`src/rtl/alu_op_sequencer.sv`:
```
// alu_op_sequencer
// Control sequencer for one fetch/execute pass of a register-to-register ALU
// instruction on a single-bus datapath. A start request runs these steps:
// fetch (T0..T2), operand transfer (T3), ALU operation (T4) and write-back
// (T5, and T6 for mul/div). The sequence ends with a one-cycle done pulse.
// Every strobe is a Moore decode of the registered state and the captured IR.
//
// Ports
//   clock, clear        rising-edge clock, synchronous active-high reset
//   start               request one instruction (ignored while busy)
//   mem_ready           memory read complete (stalls T1 while low)
//   ir_value            instruction word from the memory data path
//   busy/done/illegal   status: active, completion pulse, illegal pulse
//   pc_out..y_in        fetch/datapath strobes
//   zlow_*/zhigh_*/lo_in/hi_in/alu_en   Z, HI/LO and ALU strobes
//   alu_op              opcode latched for the ALU
//   gp_out / gp_in      one-hot register bus-drive / load enables
module alu_op_sequencer #(
  parameter int DATA_W   = 32,
  parameter int NUM_REGS = 16
) (
  input  logic                clock,
  input  logic                clear,
  input  logic                start,
  input  logic                mem_ready,
  input  logic [DATA_W-1:0]   ir_value,
  output logic                busy,
  output logic                done,
  output logic                illegal,
  output logic                pc_out,
  output logic                mar_in,
  output logic                inc_pc,
  output logic                pc_in,
  output logic                md_read,
  output logic                mdr_in,
  output logic                mdr_out,
  output logic                ir_in,
  output logic                y_in,
  output logic                zlow_in,
  output logic                zhigh_in,
  output logic                zlow_out,
  output logic                zhigh_out,
  output logic                lo_in,
  output logic                hi_in,
  output logic                alu_en,
  output logic [4:0]          alu_op,
  output logic [NUM_REGS-1:0] gp_out,
  output logic [NUM_REGS-1:0] gp_in
);

  localparam logic [4:0] OP_ADD  = 5'b00011;
  localparam logic [4:0] OP_SUB  = 5'b00100;
  localparam logic [4:0] OP_AND  = 5'b00101;
  localparam logic [4:0] OP_OR   = 5'b00110;
  localparam logic [4:0] OP_ROR  = 5'b00111;
  localparam logic [4:0] OP_ROL  = 5'b01000;
  localparam logic [4:0] OP_SHR  = 5'b01001;
  localparam logic [4:0] OP_SHRA = 5'b01010;
  localparam logic [4:0] OP_SHL  = 5'b01011;
  localparam logic [4:0] OP_MUL  = 5'b01111;
  localparam logic [4:0] OP_DIV  = 5'b10000;
  localparam logic [4:0] OP_NEG  = 5'b10001;
  localparam logic [4:0] OP_NOT  = 5'b10010;

  typedef enum logic [3:0] {
    S_IDLE, S_T0, S_T1, S_T2, S_T3, S_T4, S_T5, S_T6, S_DONE
  } state_t;

  state_t            state;
  logic [DATA_W-1:0] ir_q;
  logic              ill_q;
  logic              t1_first;
  logic [4:0]        op_q;
  logic [3:0]        ra_q, rb_q, rc_q;
  logic              unused_ir_parity;

  function automatic logic is_binary(input logic [4:0] op);
    return op inside {OP_ADD, OP_SUB, OP_AND, OP_OR, OP_ROR, OP_ROL,
                      OP_SHR, OP_SHRA, OP_SHL, OP_MUL, OP_DIV};
  endfunction

  function automatic logic is_unary(input logic [4:0] op);
    return op inside {OP_NEG, OP_NOT};
  endfunction

  function automatic logic is_muldiv(input logic [4:0] op);
    return op inside {OP_MUL, OP_DIV};
  endfunction

  function automatic logic reg_ok(input logic [3:0] idx);
    return int'({28'd0, idx}) < NUM_REGS;
  endfunction

  // mul/div write HI/LO rather than Ra, so Ra is only checked when it is a destination.
  function automatic logic is_legal(input logic [DATA_W-1:0] w);
    logic [4:0] op;
    logic       ra_used;
    op      = w[31:27];
    ra_used = !is_muldiv(op);
    if (is_binary(op))
      return (!ra_used || reg_ok(w[26:23])) && reg_ok(w[22:19]) && reg_ok(w[18:15]);
    else if (is_unary(op))
      return reg_ok(w[26:23]) && reg_ok(w[22:19]);
    else
      return 1'b0;
  endfunction

  function automatic logic [NUM_REGS-1:0] reg_sel(input logic [3:0] idx);
    logic [NUM_REGS-1:0] v;
    v = '0;
    for (int i = 0; i < NUM_REGS; i++)
      if (idx == i[3:0]) v[i] = 1'b1;
    return v;
  endfunction

  assign op_q = ir_q[31:27];
  assign ra_q = ir_q[26:23];
  assign rb_q = ir_q[22:19];
  assign rc_q = ir_q[18:15];
  // Only the opcode and register fields are decoded; the rest of IR is carried along.
  assign unused_ir_parity = ^ir_q;

  always_ff @(posedge clock) begin
    if (clear) begin
      state    <= S_IDLE;
      ir_q     <= '0;
      alu_op   <= '0;
      ill_q    <= 1'b0;
      t1_first <= 1'b0;
    end else begin
      case (state)
        S_IDLE: if (start) state <= S_T0;
        S_T0: begin
          state    <= S_T1;
          t1_first <= 1'b1;
        end
        S_T1: begin
          t1_first <= 1'b0;
          if (mem_ready) state <= S_T2;
        end
        S_T2: begin
          // The legality decision uses the word being captured, so an illegal
          // instruction goes straight to DONE without issuing any execute strobe.
          ir_q   <= ir_value;
          alu_op <= ir_value[31:27];
          ill_q  <= !is_legal(ir_value);
          if (!is_legal(ir_value))          state <= S_DONE;
          else if (is_binary(ir_value[31:27])) state <= S_T3;
          else                              state <= S_T4;
        end
        S_T3:    state <= S_T4;
        S_T4:    state <= S_T5;
        S_T5:    state <= is_muldiv(op_q) ? S_T6 : S_DONE;
        S_T6:    state <= S_DONE;
        S_DONE:  state <= S_IDLE;
        default: state <= S_IDLE;
      endcase
    end
  end

  always_comb begin
    busy      = (state != S_IDLE);
    done      = 1'b0;
    illegal   = 1'b0;
    pc_out    = 1'b0;
    mar_in    = 1'b0;
    inc_pc    = 1'b0;
    pc_in     = 1'b0;
    md_read   = 1'b0;
    mdr_in    = 1'b0;
    mdr_out   = 1'b0;
    ir_in     = 1'b0;
    y_in      = 1'b0;
    zlow_in   = 1'b0;
    zhigh_in  = 1'b0;
    zlow_out  = 1'b0;
    zhigh_out = 1'b0;
    lo_in     = 1'b0;
    hi_in     = 1'b0;
    alu_en    = 1'b0;
    gp_out    = '0;
    gp_in     = '0;
    case (state)
      S_T0: begin
        pc_out  = 1'b1;
        mar_in  = 1'b1;
        inc_pc  = 1'b1;
        zlow_in = 1'b1;
      end
      S_T1: begin
        // The incremented PC is loaded once; the memory strobes stay up through a stall.
        zlow_out = 1'b1;
        pc_in    = t1_first;
        md_read  = 1'b1;
        mdr_in   = 1'b1;
      end
      S_T2: begin
        mdr_out = 1'b1;
        ir_in   = 1'b1;
      end
      S_T3: begin
        gp_out = reg_sel(rb_q);
        y_in   = 1'b1;
      end
      S_T4: begin
        alu_en   = 1'b1;
        zlow_in  = 1'b1;
        zhigh_in = is_muldiv(op_q);
        gp_out   = reg_sel(is_binary(op_q) ? rc_q : rb_q);
      end
      S_T5: begin
        zlow_out = 1'b1;
        if (is_muldiv(op_q)) lo_in = 1'b1;
        else                 gp_in = reg_sel(ra_q);
      end
      S_T6: begin
        zhigh_out = 1'b1;
        hi_in     = 1'b1;
      end
      S_DONE: begin
        done    = 1'b1;
        illegal = ill_q;
      end
      default: ;
    endcase
  end

endmodule
```
`config.mk`:
```
export PLATFORM = sky130hd
export DESIGN_NAME = alu_op_sequencer
export DESIGN_NICKNAME = d
export VERILOG_FILES = /design/src/rtl/alu_op_sequencer.sv
export SDC_FILE = /design/constraint.sdc
export NUM_CORES = 1
export LEC_CHECK = 0
export CORE_AREA = 2 2 47 70
export DETAILED_ROUTE_END_ITERATION = 10
export DIE_AREA = 0 0 49 72
export DONT_BUFFER_PORTS = 1
export PLACE_DENSITY = 0.76
export SLEW_MARGIN = 40
export SYNTH_ARGS = -nofsm -noshare
export SYNTH_HDL_FRONTEND = slang
export SYNTH_SLANG_ARGS = --single-unit
export TNS_END_PERCENT = 5
```
`constraint.sdc`:
```
create_clock -name clock -period 2.1 [get_ports clock]
set_input_delay 0.42 -clock clock [delete_from_list [all_inputs] [get_ports clock]]
set_output_delay 0.42 -clock clock [all_outputs]
set_load 0.03 [all_outputs]
```
==> flow_metrics.py, run 1 <==
metrics = {
    "clock_tree": {
        "numCtsBuffers": 3,
        "cts_tree": "yes",
        "h-tree-depth": 1,
        "cts_hold_buf": 0,
        "worstSkewPairLatency_ns": 0.27,
        "cts_root_buf": "clkbuf_8",
        "cts.sinks": 23,
        "cts.clk_slew.worst_paths_ns": 0.09,
        "cts.path.max_buffers": 2,
    },
    "global_route": {
        "grt_use_total": 0.241,
        "grt_pass1_vias": 1655,
        "met2_usage": 0.461,
        "grt_max_degree": 23,
        "overflow": 0,
        "antenna_found_initial": 0,
        "grt_first_pass_wirelength_um": 6990,
        "met1_usage": 0.274,
        "use_met3": 0.0309,
        "top_usage_layer": "met2",
    },
    "status": {
        "failed_checks": "setup timing",
        "status": "finished with violations",
    },
    "worst_setup_path": {
        "worstPathCellList": "or4b_4 > a21oi_4 > o21ai_4 > mux2i_1 > buf_4",
        "cpPeakStageDelay_ns": 0.53,
        "critPathLaunchType": "flop",
        "r2r_start": "alu_op[1]",
        "rrSetupSlack_ns": 0.49,
        "cp_data_required_time_ns": 1.68,
        "r2r_cells": 4,
        "path_max_fanout": 15,
        "critPathCaptureType": "primary output",
        "r2r-end": "state[1]",
        "crit_path_top_delay_cell": "or4b_4",
        "worstPathArrival_ns": 1.95,
        "worstSetupPathType": "reg2out",
    },
    "drt": {
        "postRouteAntennaNets": 0,
        "drtIter0Drc": 52,
        "dr.pass1.iters": 4,
        "routedWlPerCell_um": 13.7,
        "vias": 1807,
        "wl_um": 4310,
        "vias_per_cell": 5.74,
        "post-route-drc-count": 0,
    },
    "timing": {
        "hold_viol": 0,
        "slew_violations": 0,
        "worst_pin_slew_ns": 0.609,
        "fmax_ghz": 0.422,
        "finClkSkew_ns": 0.0144,
        "post-route-period-util": 1.13,
        "final.setup.tns_ns": -6.30,
        "setup_viol": 34,
        "period_needed_ns": 2.37,
        "relSlewSlack": 0.593,
        "fin_hold_ws_ns": 0.210,
        "worst_slack_ns": -0.270,
        "rsz0062_at_grt": "yes",
    },
    "placement": {
        "dp_hpwl_um": 3310,
        "numPlacedInstances": 309,
        "placement.io_buffers": 0,
        "place_congestion": 0.874,
        "pre_cts_slack_ns": 0.0314,
    },
    "layout": {
        "fillCellCount": 232,
        "antenna_cells": 0,
        "area_growth_pct": 24.7,
        "drive_gt1_frac": 0.304,
        "finalNonFillerCells": 315,
        "nets": 313,
    },
    "pwr": {
        "finalPower_uw": 1160,
        "p_per_area_nw_per_um2": 532,
        "p_leak_uw": 0.000882,
        "ir_drop_mv": 0.675,
    },
    "logic_synthesis": {
        "yosys_most_used_dff": "dfxtp_1",
        "synth_edf_count": 0,
        "synth.ff_latch_count": 23,
        "synthesis.nets": 284,
        "avgSynthCellArea_um2": 7.06,
        "ys_warn_count": 0,
        "synthArstFlopShare": 0,
        "syn_inst": 248,
        "yosysSeqAreaShare": 0.263,
        "synthesis.area_um2": 1750,
        "netlist-cell-type-count": 41,
    },
    "die": {
        "start_util": 0.601,
        "io_pins": 92,
        "die_h_um": 72,
        "die_w_um": 49,
        "core-area_um2": 2910,
        "rows": 24,
        "dieArea_um2": 3530,
    },
    "worst_hold_path": {
        "holdPathEnd": "state[3]",
        "min_from": "clear",
        "hold_class": "in2reg",
        "hold_depth": 1,
    },
    "run": {
        "drv_cap": 0,
    },
}
==> report_power, final <==
part	switching, uW	total (uW)	internal [uW]
Combinational	262	379	117
Clock	144	278	134
Sequential	35.7	504	469
==> layer usage <==
| metal | share of wire | vias to the layer above |
|---|---|---|
| li1 | - | 889 |
| met1 | 0.40 | 833 |
| met2 | 0.53 | 73 |
| met3 | 0.053 | 12 |
| met4 | 0.016 | 0 |
| met5 | 0 | - |
==> cell families after synthesis <==
| logic type | share of synthesized area |
|---|---|
| xor gates and xnor gates | 0.00500 |
| muxes | 0.0858 |
| buffers and inverters | 0.0915 |
| and+or+nand+nor | 0.423 |
| AOI/OAI and AO/OA | 0.132 |
| DFF | 0.263 |
==> cells in the final DEF, fill, tap and decap left out, types with 2 or more instances in the layout <==
cell	instances
a21oi_1	23
a31oi_1	4
and2_1	5
and3_1	2
buf_4	46
clkbuf_8	3
clkinvlp_4	2
dfxtp_1	21
dfxtp_2	2
inv_1	4
mux2i_1	15
nand2_1	60
nand2b_1	9
nand3_1	8
nand3_2	2
nand3b_1	2
nand4_1	2
nand4b_1	3
nor2_1	10
nor2_2	8
nor2_4	2
nor2b_1	6
nor3_1	7
nor3_2	2
nor3b_2	2
nor3b_4	2
or3_1	2
==> worst max path at each step <==
stage              start  slack, ns  cells after the start          to
2_1_floorplan   state[2]      -0.18                      5    gp_in[4]
3_3_place_gp   alu_op[3]       0.05                      5   gp_out[3]
3_5_place_dp   alu_op[0]       0.03                      6   gp_out[3]
4_1_cts         state[2]      -0.26                      5  gp_out[13]
5_1_grt        alu_op[0]      -0.34                      5   gp_out[9]
6_report       alu_op[1]      -0.27                      5   gp_out[3]
==> final cells by class <==
type / count / area (um2) / area share
Clock buffer: 3 / 41.3 / 0.0189
Inverter: 5 / 22.5 / 0.0103
Clock inverter: 1 / 7.51 / 0.00344
Timing Repair Buffer: 48 / 380 / 0.174
Sequential cell: 23 / 463 / 0.212
Tap cell: 39 / 48.8 / 0.0223
Multi-Input combinational cell: 196 / 1220 / 0.559
==> worst max-delay path: cells and delay by family (launching register included) <==
family                 cells  cell delay (ns)
multiplexers               1             0.23
AND/OR/NAND/NOR            1             0.53
AO/OA/AOI/OAI              2             0.39
flip-flops                 1             0.34
buffers and inverters      1             0.19
==> through the flow <==
| step | instance area [um2] | utilization |
|---|---|---|
| after CTS | 2120 | 0.729 |
| after global placement | 2030 | 0.698 |
| final | 2180 | 0.750 |
| after detailed placement | 2030 | 0.698 |
| after floorplan | 1760 | - |
| after global routing | 2180 | 0.750 |
==> state kept, by name, summed over array words and instances (netlist names) <==
name	count
ill_q	1
state	4
ir_q	12
t1_first	1
alu_op	5
==> cell usage after synthesis (all sizes together), types with 2 or more instances <==
library cell | instances | area share
nand2 | 61 | 0.13
a21oi | 25 | 0.080
dfxtp | 23 | 0.26
nor2 | 20 | 0.043
buf | 16 | 0.064
mux2i | 15 | 0.086
nand2b | 10 | 0.040
nand3 | 10 | 0.029
nor3 | 10 | 0.031
clkbuf | 8 | 0.017
nor2b | 6 | 0.021
and2 | 5 | 0.018
inv | 5 | 0.011
nor3b | 5 | 0.030
a31oi | 4 | 0.014
nand4b | 3 | 0.015
and3 | 2 | 0.0071
nand3b | 2 | 0.0086
nand4 | 2 | 0.0071
o21ai | 2 | 0.012
or3 | 2 | 0.0071
==> timing repair <==
action / 4_1_cts / 5_1_grt
setup endpoints to repair: 34 / 34
cloned: 0 / 0
pin swaps: 4 / 1
setup buffers: 0 / 2
resized for setup: 15 / 9
No activity file was read; power rests on OpenSTA's default activity.
==> run 2, diff against run 1 <==
- CORE_AREA: 2 2 47 70 -> 2 2 49 73
- DIE_AREA: 0 0 49 72 -> 0 0 51 75
- PLACE_DENSITY: 0.76 -> 0.73
- SKIP_CTS_REPAIR_TIMING: default -> 1
- clock period: 2.1 -> 1.9 ns (I/O delays scaled with it)
==> run 2 against run 1 <==
Net effect:
- sequential power rose by 9.3%
- wire length grew 7.6%
- the run still ends with setup timing left
- die area up 8.4%
- count of clock-buffer cells in the layout up 1
- hold slack got worse by 0.036 ns
- first-iteration DRC count fell by 7.7%
- setup slack worse by 0.16 ns
- clock skew fell by 0.013 ns
- sequential share of layout area shrank 2.2 points
==> flow_metrics.py, run 2 (same netlist as run 1, synthesis figures left out) <==
metrics = {
    "status": {
        "status": "finished with violations",
        "failed_checks": "setup timing",
    },
    "timing": {
        "finClkSkew_ns": 0.00114,
        "period_needed_ns": 2.33,
        "hold_viol": 0,
        "worst_pin_slew_ns": 0.314,
        "fmax_ghz": 0.429,
        "slew_violations": 0,
        "setup_viol": 34,
        "post-route-period-util": 1.23,
        "rsz0062_at_grt": "yes",
        "worst_slack_ns": -0.429,
        "relSlewSlack": 0.786,
    },
    "worst_setup_path": {
        "worstSetupPathType": "reg2out",
        "r2r-end": "state[0]",
        "worstPathArrival_ns": 1.95,
        "path_max_fanout": 11,
        "rrSetupSlack_ns": 0.18,
        "crit_end": "gp_out[11]",
        "r2r_cells": 5,
        "cp-startpoint": "alu_op[0]",
        "cp_data_required_time_ns": 1.52,
        "r2r_start": "alu_op[0]",
        "critPathCaptureType": "primary output",
        "critPathLaunchType": "flop",
    },
    "clock_tree": {
        "worstSkewPairLatency_ns": 0.26,
        "cts.path.max_buffers": 2,
        "cts.sinks": 23,
        "cts.clk_slew.worst_paths_ns": 0.08,
        "cts_root_buf": "clkbuf_8",
        "cts_tree": "yes",
        "numCtsBuffers": 3,
        "h-tree-depth": 1,
    },
    "layout": {
        "fin_util": 0.766,
        "drive_gt1_frac": 0.346,
        "layout_commonest_cell": "nand2_1",
        "ff_latch_area_um2": 460,
        "area_growth_pct": 38.2,
        "reg.largest.list": "ir_q: 12 flops, alu_op: 5 flops, state: 4 flops",
        "nets": 326,
        "antenna_cells": 0,
        "top_register": "ir_q",
        "finalNonFillerCells": 329,
        "fillCellCount": 238,
        "multiInputGateArea_um2": 1340,
        "layout_common_cells": "nand2_1 (61), buf_4 (57), a21oi_1 (23), dfxtp_1 (23), nor2_1 (19)",
        "stdcell_area_um2": 2420,
        "largest_reg_flops": 12,
    },
    "placement": {
        "numPlacedInstances": 325,
        "dp_hpwl_um": 3630,
        "pre_cts_slack_ns": -0.149,
        "placement.io_buffers": 0,
        "placed_area_um2": 2330,
        "place_congestion": 0.835,
    },
    "pwr": {
        "p_per_area_nw_per_um2": 539,
        "p_leak_uw": 0.000916,
        "ir_drop_mv": 0.484,
    },
    "drt": {
        "post-route-drc-count": 0,
        "wl_um": 4640,
        "postRouteAntennaNets": 0,
        "drtIter0Drc": 48,
        "vias": 1805,
        "vias_per_cell": 5.49,
        "dr.pass1.iters": 4,
        "routedWlPerCell_um": 14.1,
    },
    "die": {
        "die_h_um": 75,
        "rows": 25,
        "dieArea_um2": 3830,
        "die_w_um": 51,
        "core-area_um2": 3160,
        "start_util": 0.554,
        "io_pins": 92,
    },
    "global_route": {
        "antenna_found_initial": 0,
        "grt_first_pass_wirelength_um": 7370,
        "grt_pass1_vias": 1679,
        "overflow": 0,
        "grt_use_total": 0.247,
        "grt_max_degree": 23,
    },
    "worst_hold_path": {
        "hold_class": "in2reg",
    },
    "run": {
        "drv_cap": 0,
    },
}
[run 2: layout make-up]
class,instances,share of cell area
clock buffer,4,0.0186
inverter,5,0.00931
sequential,23,0.190
multi-input combinational,196,0.555
tap,40,0.0207
timing repair buffer,61,0.206
[run 2: layer usage]
metal,up-vias,track usage,routed length [um],share of wire
met5,-,0,0,0
met4,0,0.0631,42,0.0090
met3,5,0.0317,230,0.050
met2,58,0.465,2550,0.55
met1,828,0.294,1820,0.39
li1,914,-,-,-
[run 2: critical path, cell delays in order (launching register included)]
cell     delay (ns)
dfxtp_1        0.32
or4b_4         0.56
a21oi_4        0.18
o21ai_4        0.10
buf_12         0.19
mux2i_1        0.16
buf_4          0.18
[run 2: per-stage QoR]
stage                     power [uW]  TNS, ns  hold WS (ns)
final                           1300   -12.09         0.174
after global placement           996    -2.13         0.449
after CTS                       1300   -12.74         0.170
after global routing            1360   -14.43         0.166
after detailed placement        1010    -2.56         0.454
after floorplan                  907    -4.31         0.432
[run 2: how the worst min path moves through the flow]
stage               start        end  slack [ns]  cells past startpoint
floorplan           ill_q      ill_q        0.43                      2
global placement    ill_q      ill_q        0.45                      2
detailed placement  clear   state[1]        0.45                      1
CTS                 clear   ir_q[21]        0.17                      1
global route        clear  alu_op[2]        0.17                      1
finish              clear   state[1]        0.17                      1
[run 2: where the power goes]
group	internal [uW]	switching [uW]	leakage (uW)	total [uW]
clock	150	152	0.0000228	302
combinational	154	296	0.000707	450
sequential	517	34.1	0.000186	551
total	821	482	0.000916	1300
